$ cat src/rtl/usb_tx_ll.sv
// USB full-speed transmit link layer: SYNC, NRZI-encoded bit-stuffed data, EOP.
// Runs at 48 MHz with four clocks per 12 Mb/s line symbol.
module usb_tx_ll (
  input  logic clk,
  input  logic rst,
  input  logic ll_start,
  input  logic ll_bit,
  input  logic ll_last,
  output logic ll_ack,
  output logic ll_busy,
  output logic phy_tx_dp,
  output logic phy_tx_dn,
  output logic phy_tx_en
);

  typedef enum logic [2:0] {
    IDLE    = 3'd0,
    SYNC    = 3'd1,
    DATA    = 3'd2,
    STUFF   = 3'd3,
    EOP_SE0 = 3'd4,
    EOP_J   = 3'd5
  } state_t;

  state_t     state_q, state_d;
  logic [1:0] phase_q, phase_d;
  logic [2:0] cnt_q, cnt_d;
  logic [2:0] stuff_q, stuff_d;
  logic       last_q, last_d;
  logic       line_q, line_d;
  logic       ll_ack_q, ll_ack_d;
  logic       ll_busy_q, ll_busy_d;
  logic       tx_dp_q, tx_dp_d;
  logic       tx_dn_q, tx_dn_d;
  logic       tx_en_q, tx_en_d;
  logic       strobe_s;
  logic       take_bit_s;

  // State and output registers
  always_ff @(posedge clk) begin
    if (rst) begin
      state_q   <= IDLE;
      phase_q   <= 2'd0;
      cnt_q     <= 3'd0;
      stuff_q   <= 3'd0;
      last_q    <= 1'b0;
      line_q    <= 1'b1;
      ll_ack_q  <= 1'b0;
      ll_busy_q <= 1'b0;
      tx_dp_q   <= 1'b1;
      tx_dn_q   <= 1'b0;
      tx_en_q   <= 1'b0;
    end else begin
      state_q   <= state_d;
      phase_q   <= phase_d;
      cnt_q     <= cnt_d;
      stuff_q   <= stuff_d;
      last_q    <= last_d;
      line_q    <= line_d;
      ll_ack_q  <= ll_ack_d;
      ll_busy_q <= ll_busy_d;
      tx_dp_q   <= tx_dp_d;
      tx_dn_q   <= tx_dn_d;
      tx_en_q   <= tx_en_d;
    end
  end

  assign strobe_s = (phase_q == 2'd3);

  // Next-state logic; line_q is the NRZI level, 1 = J and 0 = K
  always_comb begin
    state_d    = state_q;
    phase_d    = (state_q == IDLE) ? 2'd0 : phase_q + 2'd1;
    cnt_d      = cnt_q;
    stuff_d    = stuff_q;
    last_d     = last_q;
    line_d     = line_q;
    take_bit_s = 1'b0;
    case (state_q)
      IDLE: begin
        line_d = 1'b1;
        if (ll_start) begin
          state_d = SYNC;
          cnt_d   = 3'd0;
          stuff_d = 3'd0;
          last_d  = 1'b0;
          line_d  = 1'b0;
        end else begin
          state_d = IDLE;
        end
      end
      SYNC: begin
        if (strobe_s) begin
          if (cnt_q == 3'd7) begin
            take_bit_s = 1'b1;
          end else begin
            cnt_d  = cnt_q + 3'd1;
            // KJKJKJKK: even symbol slots and the final slot are K
            line_d = (cnt_q == 3'd6) ? 1'b0 : ~cnt_q[0];
          end
        end else begin
          state_d = SYNC;
        end
      end
      DATA: begin
        if (strobe_s) begin
          if (stuff_q == 3'd6) begin
            state_d = STUFF;
            stuff_d = 3'd0;
            line_d  = ~line_q;
          end else if (last_q) begin
            state_d = EOP_SE0;
            cnt_d   = 3'd0;
          end else begin
            take_bit_s = 1'b1;
          end
        end else begin
          state_d = DATA;
        end
      end
      STUFF: begin
        if (strobe_s) begin
          if (last_q) begin
            state_d = EOP_SE0;
            cnt_d   = 3'd0;
          end else begin
            take_bit_s = 1'b1;
          end
        end else begin
          state_d = STUFF;
        end
      end
      EOP_SE0: begin
        if (strobe_s) begin
          if (cnt_q == 3'd1) begin
            state_d = EOP_J;
            line_d  = 1'b1;
          end else begin
            cnt_d = cnt_q + 3'd1;
          end
        end else begin
          state_d = EOP_SE0;
        end
      end
      EOP_J: begin
        line_d = 1'b1;
        if (strobe_s) begin
          state_d = IDLE;
        end else begin
          state_d = EOP_J;
        end
      end
      default: begin
        state_d = IDLE;
        line_d  = 1'b1;
      end
    endcase
    if (take_bit_s) begin
      state_d = DATA;
      last_d  = ll_last;
      line_d  = ll_bit ? line_q : ~line_q;
      // SYNC's closing KK counts as one carried '1'
      stuff_d = ll_bit ? (((state_q == SYNC) ? 3'd1 : stuff_q) + 3'd1) : 3'd0;
    end else begin
      last_d = last_d;
    end
  end

  // Output decode from next-state values so every output is a flop
  always_comb begin
    tx_en_d   = (state_d != IDLE);
    ll_busy_d = (state_d != IDLE);
    if (state_d == EOP_SE0) begin
      tx_dp_d = 1'b0;
      tx_dn_d = 1'b0;
    end else begin
      tx_dp_d = line_d;
      tx_dn_d = ~line_d;
    end
    ll_ack_d = (phase_d == 2'd3) &&
               (((state_d == SYNC) && (cnt_d == 3'd7)) ||
                ((state_d == DATA) && (stuff_d != 3'd6) && !last_d) ||
                ((state_d == STUFF) && !last_d));
  end

  assign ll_ack    = ll_ack_q;
  assign ll_busy   = ll_busy_q;
  assign phy_tx_dp = tx_dp_q;
  assign phy_tx_dn = tx_dn_q;
  assign phy_tx_en = tx_en_q;

endmodule

$ cat config.mk
export PLATFORM = sky130hd
export DESIGN_NAME = usb_tx_ll
export DESIGN_NICKNAME = d
export VERILOG_FILES = /design/src/rtl/usb_tx_ll.sv
export SDC_FILE = /design/constraint.sdc
export NUM_CORES = 1
export LEC_CHECK = 0
export BUFFER_PORTS_ARGS = -buffer_cell sky130_fd_sc_hd__buf_2
export CORE_MARGIN = 4
export CORE_UTILIZATION = 55
export DETAILED_ROUTE_END_ITERATION = 16
export GPL_ROUTABILITY_DRIVEN = 0
export PLACE_DENSITY_LB_ADDON = 0.1
export SETUP_SLACK_MARGIN = 0.3
export SLEW_MARGIN = 10
export SYNTH_ARGS = -nofsm -noshare
export SYNTH_HDL_FRONTEND = slang
export SYNTH_SLANG_ARGS = --single-unit
$ cat constraint.sdc
create_clock -name clk -period 2.6 [get_ports clk]
set_clock_uncertainty 0.1 [all_clocks]
set_input_delay 0.26 -clock clk [delete_from_list [all_inputs] [get_ports clk]]
set_output_delay 0.26 -clock clk [all_outputs]
set_load 0.01 [all_outputs]
After elaboration in Yosys (flattened, before gate mapping)
Cells that the tools add are included.
- register bits: 17
- output and inout bits: 5
- $add $sub $neg: 3
- equality and inequality tests: 17
- muxes and demuxes: 51
- bitwise gates (word level): 3
- reductions and logical operators: 11
- operators with widths (operator ; number):
    2-to-1 mux 3 bit ; 24
    == test 3 bit, second input constant ; 7
    2-to-1 mux 1 bit ; 21
    case mux 3 bit (6 select lines) ; 1
    case mux 3 bit (5 select lines) ; 1
    == test 3 x 2 -> 1 bit, second input constant ; 4
    == test 3 x 1 -> 1 bit, second input constant ; 3
    adder 3 x 1 -> 3 bit, second input constant ; 2
    case mux 3 bit (2 select lines) ; 1
    logical AND 1 bit ; 5
    case mux 1 bit (5 select lines) ; 1
    == test 2 bit, second input constant ; 2
    zero test 3 bit ; 1
    != test 3 bit, second input constant ; 1
    NOT 1 bit ; 3
    case mux 1 bit (3 select lines) ; 1
    nonzero test 3 bit ; 1
    adder 2 x 1 -> 2 bit, second input constant ; 1
    logical OR 1 bit ; 2
    2-to-1 mux 2 bit ; 1
    OR reduction 2 bit ; 1
    zero test 1 bit ; 1

Longest topological paths before layout
- depth after elaboration: 11
- gate-level depth with buffers: 9
- depth with buffers taken out: 9

Least setup slack after synthesis
No wires, ideal clock.
- path type: register -> register
- start point: register state_q[2]
- end point: register ll_ack_q (netlist: ll_ack)
- library setup time: 0.067 ns
- arrival time: 1.950 ns
- path slack: 0.483 ns
- stages on the path, launching flop included: 10
- buffers on the path: 1
- period minus slack after synthesis: 2.117 ns
- cell sequence: dfxtp_1 or2_1 buf_6 nor2_1 and2b_1 ha_1 o21ai_0 o31ai_1 a311o_1 a21oi_2
- longest elaborated chain between the ends: 11
- elaborated cells between the ends (all ways): 39
- those cells by class: add/sub: 1; eq/ne: 11; mux: 18; reduce/logical: 9
- ends and longest elaborated chain (what ; RTL line ; text):
    from (decl) ; 25 ; state_t state_q, state_d;
    from (signal assigned) ; 54 ; state_q <= state_d;
    == test 3 x 1 -> 1 bit / 2-to-1 mux 3 bit (equally long branches) ; -- ;
    2-to-1 mux 3 bit, on equally long branches ; 163, 107 ;
    adder 3 x 1 -> 3 bit / 2-to-1 mux 3 bit (equally long branches) ; 163, 106 ;
    2-to-1 mux 3 bit / case mux 3 bit (6 select lines) (equally long branches) ; 163, 79 ;
    2-to-1 mux 3 bit ; 158 ; if (take_bit_s) begin
    != test 3 bit / == test 3 x 2 -> 1 bit (equally long branches) ; 182 ; ((state_d == DATA) && (stuff_d != 3'd6) && !last_d) ||
    logical AND 1 bit (2 in series) ; 182 ;
    logical OR 1 bit ; 181 ; (((state_d == SYNC) && (cnt_d == 3'd7)) ||
    logical OR 1 bit ; 182 ;
    logical AND 1 bit (*) ; 180 ; ll_ack_d = (phase_d == 2'd3) &&
    to (signal assigned) ; 60 ; ll_ack_q <= ll_ack_d;
    to (decl) ; 31 ; logic ll_ack_q, ll_ack_d;
Mark *: on every way between the ends. The rest lies on a longest branch, timed or not.
A chain may end at the register's enable or synchronous reset.

Worst setup path after layout
- start point: register cnt_q[0]
- end point: register tx_dp_q (netlist: phy_tx_dp)
- longest elaborated chain between the ends: 7
- elaborated cells between the ends (all ways): 20
- those cells by class: eq/ne: 4; mux: 15; bitwise: 1
- ends and longest elaborated chain (what ; RTL line ; text):
    from (decl) ; 27 ; logic [2:0] cnt_q, cnt_d;
    from (signal assigned) ; 56 ; cnt_q <= cnt_d;
    == test 3 x 1 -> 1 bit, or another cell as far along ; 135 ; if (cnt_q == 3'd1) begin
    2-to-1 mux 3 bit, or another cell as far along ; 135 ;
    2-to-1 mux 3 bit, or another cell as far along ; 134 ; if (strobe_s) begin
    case mux 3 bit (6 select lines), or another cell as far along ; 79 ; case (state_q)
    2-to-1 mux 3 bit / case mux 1 bit (5 select lines) (equally long branches) ; 158, 79 ;
    == test 3 bit / 2-to-1 mux 1 bit (equally long branches) ; 173, 158 ;
    2-to-1 mux 1 bit (*) ; 173 ; if (state_d == EOP_SE0) begin
    to (signal assigned) ; 62 ; tx_dp_q <= tx_dp_d;
    to (decl) ; 33 ; logic tx_dp_q, tx_dp_d;
Marks and branches as above.

==> implementation parameters <==
Parameter                              Value

Outcome
  Result of the run    completed

Placement
  Number of I/O port buffers    9
  Final HPWL DP    2.27 mm
  Post-detailed-placement cell area    1310 um^2

Global route
  Number of antenna violations at the first check in global routing    0
  First-pass GRT wire length    5.11 mm
  Pin count of the biggest net entering global routing    18
  GRT Total Usage    19.9%
  Vias in the first global route    1,083
  Global-route congestion overflow total    0

Routing
  Number of DRC markers in iteration 0    42
  Number of optimization iterations in the first detailed-route pass    4
  Count of nets left with antenna violations after detail routing    0
  Post-detailed-route via-to-cell ratio    6.23
  Final Routed Wirelength    3.05 mm
  Total number of vias    1,178
  Average wire per standard cell    16.1 um
  DRC violation count after routing    0

Floorplanning
  Die span in y    55.8 um
  Die Footprint    3110 um^2
  Width of the chip    55.8 um
  Row cnt    17
  Starting Density    57.3%
  Core region area    2190 um^2
  Top Ports    10

Finish
  Fraction of final layout cells with drive strength greater than 1    17.4%
  Number of inserted diodes    0
  Fraction of the core area covered by cells at the end of the flow    62.3%
  Net count of the finished layout    174
  Post-route standard cell area excluding fillers    1360 um^2
  Area added between synthesis and finish    8.57%

Power
  Power Density    354 nW/um^2
  IR drop worst, VDD    0.000351 V
  Leakage power of the design    0.000492 uW

Clock network
  Clock Tree Buf Depth    2
  Post-CTS Repair Setup Buffers    0
  TritonCTS clock tree    yes
  Root Buffer Master    clkbuf_4
  CTS Buf Count    3
  Number of buffers added to fix hold violations after cts    0
  Sinks on the clock net    17
  Clock-pin slew on the worst setup and hold paths    100 ps
  Clock network latency to the later pin of the worst-skew pair    290 ps
  CTS H-Tree Depth    1

Synthesis
  Share of cell area taken by muxes after synthesis    0%
  Synth Area per Inst    8.21 um^2
  Total nets after synthesis    165
  Post-synthesis sequential element count    17
  Proportion of register bits with asynchronous set or reset after synthesis    0%
  Combinational family with the most area after synthesis    simple AND/OR/NAND/NOR gates
  Unique cell type count in the Yosys netlist    52
  Post-Syn Area    1260 um^2
  Yosys warning total    0
  Dominant synthesized flop cell    dfxtp_1
  Compound-cell area share of the yosys netlist    28.9%
  Cells after Synth    153
  Arithmetic-cell share of the synthesized area counting full adders, half adders and majority gates    6.97%
  Post-synthesis xor/xnor area fraction    1.39%
  EDFF count, synth    0
  Share of the yosys chip area belonging to registers    27.1%
  Area fraction in and, or, nand and nor cells after synthesis    29.3%

Critical path
  Required @ worst endpoint    2730 ps
  Kind of capture point of the worst setup path    register
  Worst Path Max Fanout    5
  Slack of the worst reg-to-reg path    460 ps
  Critical Setup Path Class    reg -> reg
  Critical Path Start Type    register
  Data arrival time of the worst path    2270 ps

Timing
  Transition at the pin with the smallest max-transition slack    545 ps
  Maximum clock rate    0.468 GHz
  RSZ-0062 raised after global routing    false
  Number of failing hold endpoints at the final stage    0
  Number of pins with negative max-slew slack in the final report    0
  Crit share post-route    82.2%
  Endpoints failing setup    0
  Shortest period the worst path allows    2140 ps
  Slew margin rel.    63.5%
  Final TNS setup    0 ps

Job
  Max-cap violation count    0

Hold path
  Min-delay worst type    in -> reg
==> where the power goes <==
part / switching, uW / internal (uW)
Sequential: 9.71 / 268
Clock: 84.8 / 57.3
Combinational: 33.2 / 29.9
Total: 128 / 355
==> timing repair <==
item,in CTS,in global routing
endpoints found under the setup margin,0,4
gates resized for setup,0,6
endpoints found under the hold margin,0,0
==> Yosys cell counts (all sizes together) (2+ instances only) <==
master / n / area, um^2
xnor2: 2 / 17.5
a32oi: 3 / 26.3
o31ai: 3 / 22.5
nor3: 4 / 20.0
inv: 9 / 33.8
nand2b: 8 / 50.1
dfxtp: 17 / 340
and3: 3 / 18.8
nand2: 6 / 22.5
clkbuf: 2 / 7.51
a2bb2oi: 2 / 17.5
a31oi: 4 / 25.0
nor2: 20 / 75.1
nor3b: 4 / 35.0
o21a: 2 / 15.0
nand4bb: 2 / 38.8
buf: 6 / 38.8
ha: 7 / 87.6
a21oi: 7 / 38.8
o21ai: 3 / 15.0
nor2b: 4 / 25.0
a21boi: 2 / 15.0
nand3: 4 / 20.0
or2: 4 / 25.0
a21o: 2 / 15.0
o211ai: 2 / 15.0
nand3b: 2 / 15.0
==> final timing paths <==
kind | from | endpoint | depth (start not counted)
setup / recovery | cnt_q[0] | phy_tx_dp | 7
hold / removal | ll_last | last_q | 3
setup reg to reg | cnt_q[0] | phy_tx_dp | 7
hold reg to reg | phase_q[0] | phase_q[0] | 1
==> worst max-delay path: stages, from the launching register on <==
cell       delay, ps
dfxtp_1          350
ha_1             220
ha_1             260
nand2b_1         170
a2111oi_0        450
o31ai_2          140
a41o_1           260
o21bai_1         130
==> routing by layer <==
layer  vias to the layer above  wire, um  track usage, %
met5                         -         0               0
met4                         0        44            5.21
met3                         7       200            2.09
met2                        44      1360            30.9
met1                       548      1440            29.2
li1                        579         -               -
==> final cells by class <==
type | instances | area [um^2]
clock buffers | 3 | 22.5
clock inverters | 1 | 5.00
fillers | 204 | 827
inverters | 9 | 33.8
multi-input cells | 119 | 858
flip-flops and latches | 17 | 342
well taps | 28 | 35.0
repair buffers | 12 | 67.6
==> layout by cell type (no fill, tap or decap), types with 2 or more instances in the layout <==
| cell | netlist | final |
|---|---|---|
| nor3b_1 | 3 | 3 |
| dfxtp_1 | 17 | 16 |
| nand2b_1 | 8 | 8 |
| a31oi_1 | 4 | 4 |
| nand2_1 | 6 | 6 |
| and3_1 | 3 | 3 |
| a2bb2oi_1 | 2 | 2 |
| o21ai_0 | 3 | 3 |
| o21a_1 | 2 | 2 |
| buf_2 | 4 | 9 |
| a21o_1 | 2 | 2 |
| nor3_1 | 4 | 4 |
| nor2b_1 | 4 | 3 |
| clkbuf_4 | 0 | 3 |
| inv_1 | 9 | 9 |
| nand3_1 | 4 | 4 |
| nand3b_1 | 2 | 2 |
| a21oi_1 | 6 | 6 |
| o211ai_1 | 2 | 2 |
| nor2_1 | 20 | 20 |
| a21boi_0 | 2 | 2 |
| a32oi_1 | 3 | 3 |
| or2_1 | 3 | 2 |
| o31ai_1 | 3 | 2 |
| xnor2_1 | 2 | 2 |
| buf_4 | 1 | 3 |
| ha_1 | 7 | 6 |
==> through the flow <==
step / power [uW] / worst slack (ps) / hold WS [ps] / instances
floorplan: 324 / 483 / 236 / 153
global placement: 342 / 420 / 328 / 185
detailed placement: 343 / 339 / 343 / 185
CTS: 484 / 320 / 185 / 189
global route: 503 / 343 / 229 / 189
finish: 483 / 462 / 194 / 189
==> sequential cells by signal, summed over array words and instances, names as in the netlist <==
register / cells
cnt_q: 3
last_q: 1
line_q: 1
ll_ack: 1
phase_q: 2
phy_tx_dn: 1
phy_tx_dp: 1
phy_tx_en: 1
state_q: 3
stuff_q: 3
==> cell families after synthesis <==
group           count (synthesis)
flops                          17
compound gates                 46
buf+inv                        17
simple gates                   64
xor+xnor                        2
fa+ha+maj                       7
Power figures use the tool's default switching activity.
